===== src/rtl/alu_pkg.sv =====
// -----------------------------------------------------------------------------
// alu_pkg
// Shared types for the registered accumulator ALU: the 4-bit operation
// encoding issued by the instruction decoder and the sequencer states.
// No ports (package).
// -----------------------------------------------------------------------------
package alu_pkg;

   localparam int ALU_OPW = 4;

   // Operation codes as issued by the decoder; 13-15 are unassigned.
   typedef enum logic [ALU_OPW-1:0] {
      OP_ADD = 4'd0,
      OP_ADC = 4'd1,
      OP_SUB = 4'd2,
      OP_SBC = 4'd3,
      OP_AND = 4'd4,
      OP_OR  = 4'd5,
      OP_XOR = 4'd6,
      OP_NOT = 4'd7,
      OP_LD  = 4'd8,
      OP_MUL = 4'd9,
      OP_SHL = 4'd10,
      OP_SHR = 4'd11,
      OP_CLR = 4'd12
   } op_e;

   typedef enum logic [1:0] {
      IDLE,
      MUL,
      SHIFT
   } state_e;

endpackage


===== src/rtl/alu_accu_seq_if.sv =====
// -----------------------------------------------------------------------------
// alu_accu_seq_if
// Control-unit <-> ALU bundle.
//   master (control unit): drives op_valid, op_code, operand;
//                          observes op_ready, done, illegal, acc, acc_hi, flags.
//   slave  (ALU)         : the mirror image.
// -----------------------------------------------------------------------------
interface alu_accu_seq_if
   import alu_pkg::*;
#(
   parameter int WIDTH = 8
);
   logic                 op_valid;
   logic [ALU_OPW-1:0]   op_code;
   logic [WIDTH-1:0]     operand;
   logic                 op_ready;
   logic                 done;
   logic                 illegal;
   logic [WIDTH-1:0]     acc;
   logic [WIDTH-1:0]     acc_hi;
   logic                 flag_c;
   logic                 flag_z;
   logic                 flag_n;

   modport master (
      output op_valid, op_code, operand,
      input  op_ready, done, illegal, acc, acc_hi, flag_c, flag_z, flag_n
   );

   modport slave (
      input  op_valid, op_code, operand,
      output op_ready, done, illegal, acc, acc_hi, flag_c, flag_z, flag_n
   );
endinterface


===== src/rtl/alu_mul_seq.sv =====
// -----------------------------------------------------------------------------
// alu_mul_seq
// Unsigned shift-add multiplier, one partial product per clock.
//   clk, rst_n  : clock, async active-low reset
//   start_i     : load operands (one cycle); WIDTH iterations follow
//   mcand_i     : multiplicand
//   mplier_i    : multiplier
//   busy_o      : iterations still pending
//   done_o      : final iteration happens at the coming edge; product_o is
//                 the full product at that edge
//   product_o   : value {hi,lo} takes at the next iteration edge
// -----------------------------------------------------------------------------
module alu_mul_seq #(
   parameter int WIDTH = 8
) (
   input  logic                 clk,
   input  logic                 rst_n,
   input  logic                 start_i,
   input  logic [WIDTH-1:0]     mcand_i,
   input  logic [WIDTH-1:0]     mplier_i,
   output logic                 busy_o,
   output logic                 done_o,
   output logic [2*WIDTH-1:0]   product_o
);
   localparam int CNTW = $clog2(WIDTH + 1);

   logic [WIDTH-1:0] mcand_q, hi_q, lo_q;
   logic [CNTW-1:0]  cnt_q;
   logic [WIDTH:0]   sum;

   // Add the multiplicand into the high half when the current multiplier
   // bit is set, then shift the whole {carry,hi,lo} right by one.
   assign sum       = {1'b0, hi_q} + (lo_q[0] ? {1'b0, mcand_q} : '0);
   assign product_o = {sum, lo_q[WIDTH-1:1]};
   assign busy_o    = (cnt_q != '0);
   assign done_o    = (cnt_q == CNTW'(1));

   // NOTE: sequential state is written with <= so every flop samples the
   // pre-edge values; blocking assignments here would create order races.
   always_ff @(posedge clk or negedge rst_n) begin
      if (!rst_n) begin
         mcand_q <= '0;
         hi_q    <= '0;
         lo_q    <= '0;
         cnt_q   <= '0;
      end else if (start_i) begin
         mcand_q <= mcand_i;
         hi_q    <= '0;
         lo_q    <= mplier_i;
         cnt_q   <= CNTW'(WIDTH);
      end else if (busy_o) begin
         {hi_q, lo_q} <= product_o;
         cnt_q        <= cnt_q - CNTW'(1);
      end
   end
endmodule


===== src/rtl/alu_accu_seq.sv =====
// -----------------------------------------------------------------------------
// alu_accu_seq
// Registered accumulator ALU with C/Z/N flags. Single-cycle arithmetic and
// logic ops, multi-cycle MUL (WIDTH cycles) and one-bit-per-cycle shifts.
//   clk, rst_n : clock, async active-low reset (aborts any op in flight)
//   bus        : alu_accu_seq_if.slave
//                in : op_valid, op_code, operand
//                out: op_ready, done, illegal, acc, acc_hi, flag_c/z/n
// -----------------------------------------------------------------------------
module alu_accu_seq
   import alu_pkg::*;
#(
   parameter int WIDTH = 8,
   parameter int SHW   = $clog2(WIDTH)
) (
   input  logic          clk,
   input  logic          rst_n,
   alu_accu_seq_if.slave bus
);
   state_e           state_q, state_d;
   logic [WIDTH-1:0] acc_q, acc_d, acc_hi_q, acc_hi_d, work_q, work_d;
   logic             c_q, c_d, z_q, z_d, n_q, n_d;
   logic             done_q, done_d, illegal_q, illegal_d;
   logic [SHW-1:0]   shcnt_q, shcnt_d;
   logic             shr_q, shr_d;

   op_e                op;
   logic [SHW-1:0]     shamt;
   logic [WIDTH:0]     cin, wide;
   logic [WIDTH-1:0]   shifted;
   logic               bit_out;
   logic               mul_start, mul_busy, mul_done;
   logic [2*WIDTH-1:0] product;

   alu_mul_seq #(.WIDTH(WIDTH)) u_mul (
      .clk       (clk),
      .rst_n     (rst_n),
      .start_i   (mul_start),
      .mcand_i   (acc_q),
      .mplier_i  (bus.operand),
      .busy_o    (mul_busy),
      .done_o    (mul_done),
      .product_o (product)
   );

   assign op      = op_e'(bus.op_code);
   assign shamt   = bus.operand[SHW-1:0];
   assign cin     = {{WIDTH{1'b0}}, c_q};
   assign shifted = shr_q ? {1'b0, work_q[WIDTH-1:1]} : {work_q[WIDTH-2:0], 1'b0};
   assign bit_out = shr_q ? work_q[0] : work_q[WIDTH-1];

   // NOTE: every signal assigned in this block gets a default first, so no
   // path through the case statements can leave it unassigned (no latches).
   always_comb begin
      state_d   = state_q;
      acc_d     = acc_q;
      acc_hi_d  = acc_hi_q;
      c_d       = c_q;
      z_d       = z_q;
      n_d       = n_q;
      done_d    = 1'b0;
      illegal_d = 1'b0;
      work_d    = work_q;
      shcnt_d   = shcnt_q;
      shr_d     = shr_q;
      mul_start = 1'b0;
      wide      = '0;

      case (state_q)
         IDLE: begin
            if (bus.op_valid) begin
               done_d = 1'b1;
               case (op)
                  OP_ADD: wide = {1'b0, acc_q} + {1'b0, bus.operand};
                  OP_ADC: wide = {1'b0, acc_q} + {1'b0, bus.operand} + cin;
                  // Bit WIDTH of the difference is the borrow.
                  OP_SUB: wide = {1'b0, acc_q} - {1'b0, bus.operand};
                  OP_SBC: wide = {1'b0, acc_q} - {1'b0, bus.operand} - cin;
                  OP_AND: wide = {1'b0, acc_q & bus.operand};
                  OP_OR:  wide = {1'b0, acc_q | bus.operand};
                  OP_XOR: wide = {1'b0, acc_q ^ bus.operand};
                  OP_NOT: wide = {1'b0, ~acc_q};
                  OP_LD:  wide = {1'b0, bus.operand};
                  OP_CLR: wide = '0;
                  OP_MUL: begin
                     wide      = {1'b0, acc_q};
                     done_d    = 1'b0;
                     mul_start = 1'b1;
                     state_d   = MUL;
                  end
                  OP_SHL, OP_SHR: begin
                     // A zero shift finishes now: acc kept, C cleared.
                     wide = {1'b0, acc_q};
                     if (shamt != '0) begin
                        done_d  = 1'b0;
                        work_d  = acc_q;
                        shcnt_d = shamt;
                        shr_d   = (op == OP_SHR);
                        state_d = SHIFT;
                     end
                  end
                  default: begin
                     wide      = {c_q, acc_q};
                     illegal_d = 1'b1;
                  end
               endcase
               if (done_d && !illegal_d) begin
                  acc_d = wide[WIDTH-1:0];
                  c_d   = wide[WIDTH];
               end
            end
         end

         MUL: begin
            if (mul_done) begin
               acc_d    = product[WIDTH-1:0];
               acc_hi_d = product[2*WIDTH-1:WIDTH];
               c_d      = (product[2*WIDTH-1:WIDTH] != '0);
               done_d   = 1'b1;
               state_d  = IDLE;
            end else if (!mul_busy) begin
               // Defensive: never strand the sequencer if the multiplier idles.
               state_d = IDLE;
            end
         end

         SHIFT: begin
            work_d  = shifted;
            shcnt_d = shcnt_q - SHW'(1);
            if (shcnt_q == SHW'(1)) begin
               acc_d   = shifted;
               c_d     = bit_out;
               done_d  = 1'b1;
               state_d = IDLE;
            end
         end

         default: state_d = IDLE;
      endcase

      if (done_d && !illegal_d) begin
         z_d = (acc_d == '0);
         n_d = acc_d[WIDTH-1];
      end
   end

   always_ff @(posedge clk or negedge rst_n) begin
      if (!rst_n) begin
         state_q   <= IDLE;
         acc_q     <= '0;
         acc_hi_q  <= '0;
         c_q       <= 1'b0;
         z_q       <= 1'b0;
         n_q       <= 1'b0;
         done_q    <= 1'b0;
         illegal_q <= 1'b0;
         work_q    <= '0;
         shcnt_q   <= '0;
         shr_q     <= 1'b0;
      end else begin
         state_q   <= state_d;
         acc_q     <= acc_d;
         acc_hi_q  <= acc_hi_d;
         c_q       <= c_d;
         z_q       <= z_d;
         n_q       <= n_d;
         done_q    <= done_d;
         illegal_q <= illegal_d;
         work_q    <= work_d;
         shcnt_q   <= shcnt_d;
         shr_q     <= shr_d;
      end
   end

   assign bus.op_ready = (state_q == IDLE);
   assign bus.done     = done_q;
   assign bus.illegal  = illegal_q;
   assign bus.acc      = acc_q;
   assign bus.acc_hi   = acc_hi_q;
   assign bus.flag_c   = c_q;
   assign bus.flag_z   = z_q;
   assign bus.flag_n   = n_q;
endmodule


===== src/flat_wrapper.sv =====
// flat-port wrapper written by rule: the top's interface ports become plain ports
module alu_accu_seq_flat import alu_pkg::*;
#(
   parameter int WIDTH = 8,
   parameter int SHW   = $clog2(WIDTH)
)
  (clk, rst_n, bus_op_valid, bus_op_code, bus_operand, bus_op_ready, bus_done, bus_illegal, bus_acc, bus_acc_hi, bus_flag_c, bus_flag_z, bus_flag_n);
  alu_accu_seq_if #(.WIDTH(WIDTH)) bus_i ();
  input  logic clk;
  input  logic rst_n;
  input wire logic [$bits(bus_i.op_valid)-1:0] bus_op_valid;
  input wire logic [$bits(bus_i.op_code)-1:0] bus_op_code;
  input wire logic [$bits(bus_i.operand)-1:0] bus_operand;
  output wire logic [$bits(bus_i.op_ready)-1:0] bus_op_ready;
  output wire logic [$bits(bus_i.done)-1:0] bus_done;
  output wire logic [$bits(bus_i.illegal)-1:0] bus_illegal;
  output wire logic [$bits(bus_i.acc)-1:0] bus_acc;
  output wire logic [$bits(bus_i.acc_hi)-1:0] bus_acc_hi;
  output wire logic [$bits(bus_i.flag_c)-1:0] bus_flag_c;
  output wire logic [$bits(bus_i.flag_z)-1:0] bus_flag_z;
  output wire logic [$bits(bus_i.flag_n)-1:0] bus_flag_n;
  assign bus_i.op_valid = bus_op_valid;
  assign bus_i.op_code = bus_op_code;
  assign bus_i.operand = bus_operand;
  assign bus_op_ready = bus_i.op_ready;
  assign bus_done = bus_i.done;
  assign bus_illegal = bus_i.illegal;
  assign bus_acc = bus_i.acc;
  assign bus_acc_hi = bus_i.acc_hi;
  assign bus_flag_c = bus_i.flag_c;
  assign bus_flag_z = bus_i.flag_z;
  assign bus_flag_n = bus_i.flag_n;
  alu_accu_seq #(.WIDTH(WIDTH), .SHW(SHW)) u_core (.clk(clk), .rst_n(rst_n), .bus(bus_i));
endmodule

===== config.mk =====
export PLATFORM = sky130hd
export DESIGN_NAME = alu_accu_seq_flat
export DESIGN_NICKNAME = d
export VERILOG_FILES = /design/src/rtl/alu_pkg.sv /design/src/rtl/alu_accu_seq_if.sv /design/src/rtl/alu_mul_seq.sv /design/src/rtl/alu_accu_seq.sv /design/src/flat_wrapper.sv
export SDC_FILE = /design/constraint.sdc
export NUM_CORES = 1
export LEC_CHECK = 0
export ABC_AREA = 1
export CAP_MARGIN = 10
export CORE_MARGIN = 8
export CORE_UTILIZATION = 40
export CTS_CLUSTER_SIZE = 40
export DETAILED_ROUTE_END_ITERATION = 8
export PLACE_DENSITY = 0.61
export SLEW_MARGIN = 20
export SYNTH_ARGS = -nofsm -noshare
export SYNTH_HDL_FRONTEND = slang
export SYNTH_SLANG_ARGS = --single-unit

===== constraint.sdc =====
create_clock -name clk -period 7 [get_ports clk]
set_clock_uncertainty 0.05 [all_clocks]
set_input_delay 1.4 -clock clk [delete_from_list [all_inputs] [get_ports clk]]
set_output_delay 1.4 -clock clk [all_outputs]
set_load 0.01 [all_outputs]

### Word level (Yosys, flattened, before mapping)

Index checks and enable logic that the tools add are counted.

| word-level totals | value |
|---|---|
| word-level logic and storage cells | 124 |
| flip-flop bits (word level) | 63 |

| operators by class | value |
|---|---|
| reduce and logical (&&, ||, !) cells | 21 |
| bitwise operators | 4 |
| $add $sub $neg | 7 |
| multiplexer cells | 51 |
| equal/unequal tests | 26 |

Operators with widths:

| operator | number |
|---|---|
| $mux 8 | 13 |
| $pmux 9 s11 | 1 |
| $pmux 8 s3 | 1 |
| $eq 4x4->1 const B | 5 |
| $mux 1 | 19 |
| $eq 4x3->1 const B | 4 |
| $pmux 8 s2 | 1 |
| $reduce_or 13->1 | 1 |
| $ne 12x2->1 const B | 1 |
| $mux 2 | 5 |
| $ne 2x1->1 const B | 5 |
| $add 8x8->9 | 1 |
| $add 8x9->9 | 1 |
| $add 9x1->9 | 1 |
| $mux 3 | 3 |
| $sub 8x8->9 | 1 |
| $sub 9x1->9 | 1 |
| $and 8x8->8 | 1 |
| $eq 4x1->1 const B | 2 |
| $eq 4x2->1 const B | 2 |
| $logic_not 8->1 | 1 |
| $mux 4 | 2 |
| $not 8->8 | 1 |
| $or 8x8->8 | 1 |
| 29 further kinds | 35 |

### Logic depth before layout (Yosys ltp)

| logic depth | value |
|---|---|
| word-level depth | 11 |
| depth in mapped cells | 21 |
| depth with buffers taken out | 20 |

### By module

From an unflattened synthesis, not the netlist that was laid out.

| second synthesis, totals | value |
|---|---|
| cell total of the unflattened synthesis | 913 |
| area, all modules | 5735.5 um^2 |

By module, submodules not included:

| module | instances | area each (um^2) | cells an instance |
|---|---|---|---|
| alu_accu_seq | 1 | 4060.1 | 697 |
| alu_mul_seq | 1 | 1675.4 | 216 |

### Least setup slack after synthesis

No wires, ideal clock.

| timing | value |
|---|---|
| path kind | input to register |
| start | input port bus_operand[0] |
| end | register u_core.z_q (netlist: u_core.bus.flag_z) |
| cell stages on the path | 14 |
| slack | 3.602 ns |
| required time | 6.885 ns |
| arrival | 3.282 ns |
| path through | ha_1 -> fa_1 -> ha_1 -> nand3_1 -> nand3b_1 -> nor2_1 -> nand3_1 -> nand3_1 -> nand3_1 -> nand2_1 -> nand2_1 -> a21oi_1 -> nand3_1 -> nand2_1 |

| between the ends | value |
|---|---|
| cells in the longest elaborated chain, start to end | 10 |
| elaborated cells on any way between the ends | 21 |

Ends and longest elaborated chain:

| what | RTL line | RTL |
|---|---|---|
| from (decl) | flat_wrapper.sv:13 | `input wire logic [$bits(bus_i.operand)-1:0] bus_operand;` |
| parallel branches: the longest is 10 deep, another holds $sub 8x8->9 | -- |  |
| to (signal assigned) | alu_accu_seq.sv:165 | `z_q <= z_d;` |
| to (decl) | alu_accu_seq.sv:22 | `logic c_q, c_d, z_q, z_d, n_q, n_d;` |

Parallel ways; which one is timed is not known. The select of a mux whose other input is x is not followed.
A chain may end at the register's enable or synchronous reset.

### Worst setup path after layout

| timing | value |
|---|---|
| start | input port bus_operand[2] |
| end | register u_core.z_q (netlist: u_core.bus.flag_z) |

The elaborated chain is that of the path after synthesis.

==> impl_metrics.json <==
{
  "outcome": "finished clean",
  "htreeDepth": 3,
  "synth.ff_latch_count": 63,
  "synth_top_family_by_area": "simple AND/OR/NAND/NOR gates",
  "final.setup.tns_ps": 0,
  "core_area_sq_mm": 0.0132,
  "firstDrtPassIters": 5,
  "fin_cells": 1028,
  "synth.distinct_cells": 38,
  "synthesis.area_sq_mm": 0.00537,
  "placed_area_sq_mm": 0.00588,
  "initial_core_util_pct": 40.7,
  "hold_endpoint": "u_core.bus.acc_hi[6]",
  "worstReg2RegEnd": "u_core.bus.flag_z",
  "final_common_cell": "sky130_fd_sc_hd__nand2_1",
  "synthMuxAreaShare_pct": 0.187,
  "post_synth_fa_ha_maj_area_fraction_pct": 11.4,
  "synth_edf_count": 0,
  "peakVddDrop_uv": 306,
  "max_slew.worst_pin.slew_ps": 942,
  "detailed_place_hpwl_um": 13200,
  "syn_inst": 815,
  "post_cts_resized": 0,
  "path_cells": "clkdlybuf4s50_1, inv_1, ha_1, inv_2, nand2_1, nand2_1, nor2_1, nand3_1, nor2_1, nand2_1, o21ai_0, nand3_1, nand3_1, nand2_1, nand2_1, nand2_1, nand3_1, nand2_1",
  "fin_util_pct": 47.2,
  "cp_slowest_cell": "sky130_fd_sc_hd__clkdlybuf4s50_1",
  "period_needed_ps": 4050,
  "postSynthNetCount": 877,
  "grt_remaining_overflow": 0,
  "timing.max_slew.rel_slack_pct": 37.0,
  "synth.yosys.seq_area_share_pct": 29.4,
  "post_cts_buffers": 0,
  "worst_r2r_path_depth": 18,
  "layout-area-overhead-vs-synth_pct": 16.1,
  "cp-start-kind": "input pin",
  "ant_nets": 0,
  "reg2reg_from": "u_core.bus.acc[1]",
  "dieHeight_um": 132,
  "synthSimpleGateAreaFrac_pct": 32.0,
  "fraction_of_final_layout_cells_sized_beyond_drive_strength_1_pct": 4.46,
  "timing.critical_path.mode_cell": "sky130_fd_sc_hd__nand2_1",
  "post-route-cell-area_sq_mm": 0.00623,
  "wire_per_inst_um": 16.5,
  "route.vias.total": 5436,
  "setup_viol_count_final": 0,
  "num-nets-final": 909,
  "vias_in_the_first_global_route": 5376,
  "leakage_uw": 0.00312,
  "hold_viol_final": 0,
  "routabilityCongestion": 0.945,
  "synth-xor-area-share_pct": 1.31,
  "ff2ff_setup_slack_ps": 3940,
  "number_of_antenna_violations_at_the_first_check_in_global_routing": 0,
  "clock.fmax_mhz": 247,
  "synth_warnings": 0,
  "required_ps": 7180,
  "holdWs_ps": 430,
  "numPlacedInstances": 1012,
  "detailedRoute.firstIterationViolations": 450,
  "async_sr_flop_fraction_pct": 100,
  "dieArea_sq_mm": 0.0174,
  "final.period_utilization_pct": 57.9,
  "cp.arrival_ps": 4230,
  "critical-path-max-stage-delay_ps": 600,
  "depth_of_the_worst_hold_timing_path": 2,
  "min_path_type": "reg -> reg",
  "power.switching_fraction_pct": 46.9,
  "num_antenna_cells": 0,
  "holdCritStartpoint": "u_core.bus.acc_hi[6]",
  "final_cell_mix": "sky130_fd_sc_hd__nand2_1, sky130_fd_sc_hd__inv_1, sky130_fd_sc_hd__nand3_1",
  "cts-root-to-sink-buffers": 2,
  "die_span_in_x_um": 132,
  "internal_power_uw": 1270,
  "insertion_delay_ps": 340,
  "timing_max_transition_violations_final": 0,
  "totalWireLength_um": 17000,
  "pin_count": 37,
  "clockPowerShare_pct": 21.7,
  "sequentialPowerShare_pct": 26.3,
  "synth-main-ff-cell": "sky130_fd_sc_hd__dfrtp_1",
  "hold_fix_buffers_at_cts": 0,
  "core.rowCount": 42,
  "drc": 0,
  "number_of_input_and_output_port_buffers_inserted": 36,
  "share_comb_of_total_power_pct": 52.0,
  "rsz0062_at_grt": "no",
  "wire_length_of_the_first_global_routing_pass_um": 27800,
  "switchingPower_uw": 1120,
  "synth-compound-area-share_pct": 15.6,
  "cts_tree": "built",
  "cts.reportedPaths.clkPinSlew_ps": 60,
  "critical_path.endpoint_type": "flip-flop",
  "clock-sinks": 63,
  "mean_syn_cell_area_sq_um": 6.58,
  "cts_made_buffers": 9,
  "max-cap-violations": 0,
  "mean_number_of_vias_per_cell": 5.29,
  "grt_max_degree": 64,
  "clock_root_cell": "sky130_fd_sc_hd__clkbuf_16",
  "global_route.usage.total_pct": 20.0,
  "power.density_cell_area_mw_per_mm2": 385,
  "worst-setup-path-type": "in -> reg",
  "timing.critical_path.fanout_max": 10
}
==> per-layer routing <==
metal  GRT usage (%)  wire length (um)  vias to the layer above
li1                -                 -                     2716
met1            26.4              7870                     2487
met2            30.8              7430                      208
met3            5.22              1300                       25
met4            6.96               388                        0
met5               0                 0                        -
==> synth_stat cells (all sizes together) (6+ instances only) <==
master | instances | share of area [%]
nand3 | 80 | 7.8
a21oi | 40 | 3.8
o22ai | 8 | 0.93
nand2 | 231 | 16
buf | 6 | 0.65
ha | 44 | 10
nor3 | 7 | 0.65
o21ai | 68 | 6.3
clkbuf | 12 | 0.84
inv | 123 | 8.6
dfrtp | 63 | 29
o211ai | 12 | 1.7
nand4 | 8 | 0.93
o221ai | 8 | 1.3
nor2 | 77 | 5.8
==> stage by stage <==
| stage | power [uW] | setup WS (ps) |
|---|---|---|
| 4_1_cts | 2400 | 3000 |
| 3_5_place_dp | 1860 | 2630 |
| 3_3_place_gp | 1860 | 2610 |
| 5_1_grt | 2610 | 2660 |
| 6_report | 2400 | 2950 |
| 2_1_floorplan | 1460 | 3600 |
==> worst max-delay path: cells and delay by family <==
family          cells  cell delay (ps)
simple gates       13             1280
buf+inv             3              870
fa+ha+maj           1              540
compound gates      1              150
==> final cells by class <==
cell class                      instances  area [sq um]
Sequential cell                        63          1580
Fill cell                            1358          6960
Clock buffer                            9           225
Timing Repair Buffer                   39           378
Clock inverter                          7           120
Tap cell                              176           220
Multi-Input combinational cell        610          3240
Inverter                              124           465
==> sequential cells by signal, summed over array words and instances, names as in the netlist, 3 cells and up <==
register	flops
u_core.u_mul.hi_q	8
u_core.shcnt_q	3
u_core.u_mul.mcand_q	8
u_core.work_q	8
u_core.bus.acc	8
u_core.bus.acc_hi	8
u_core.u_mul.lo_q	8
u_core.u_mul.cnt_q	4
==> power by group through the flow <==
stage / Sequential, uW / Combinational [uW] / Clock, uW
after global placement: 632 / 1230 / 0
final: 631 / 1250 / 520
after CTS: 629 / 1240 / 532
after detailed placement: 632 / 1230 / 0
after floorplan: 592 / 867 / 0
after global routing: 650 / 1410 / 547
==> cell families after synthesis <==
kind of cell | count (synthesis)
compound gates | 146
xor+xnor | 8
fa+ha+maj | 47
buf+inv | 142
flops | 63
mux | 1
simple gates | 408
==> how the worst max path moves through the flow <==
| stage | slack [ps] | cells after the start | from | end |
|---|---|---|---|---|
| 5_1_grt | 2660 | 18 | bus_operand[2] | u_core.bus.flag_z |
| 3_3_place_gp | 2610 | 17 | bus_operand[0] | u_core.bus.flag_z |
| 3_5_place_dp | 2630 | 17 | bus_operand[0] | u_core.bus.flag_z |
| 2_1_floorplan | 3600 | 14 | bus_operand[0] | u_core.bus.flag_z |
| 6_report | 2950 | 18 | bus_operand[2] | u_core.bus.flag_z |
| 4_1_cts | 3000 | 17 | bus_operand[0] | u_core.bus.flag_z |
(Power assumes the default switching activity.)
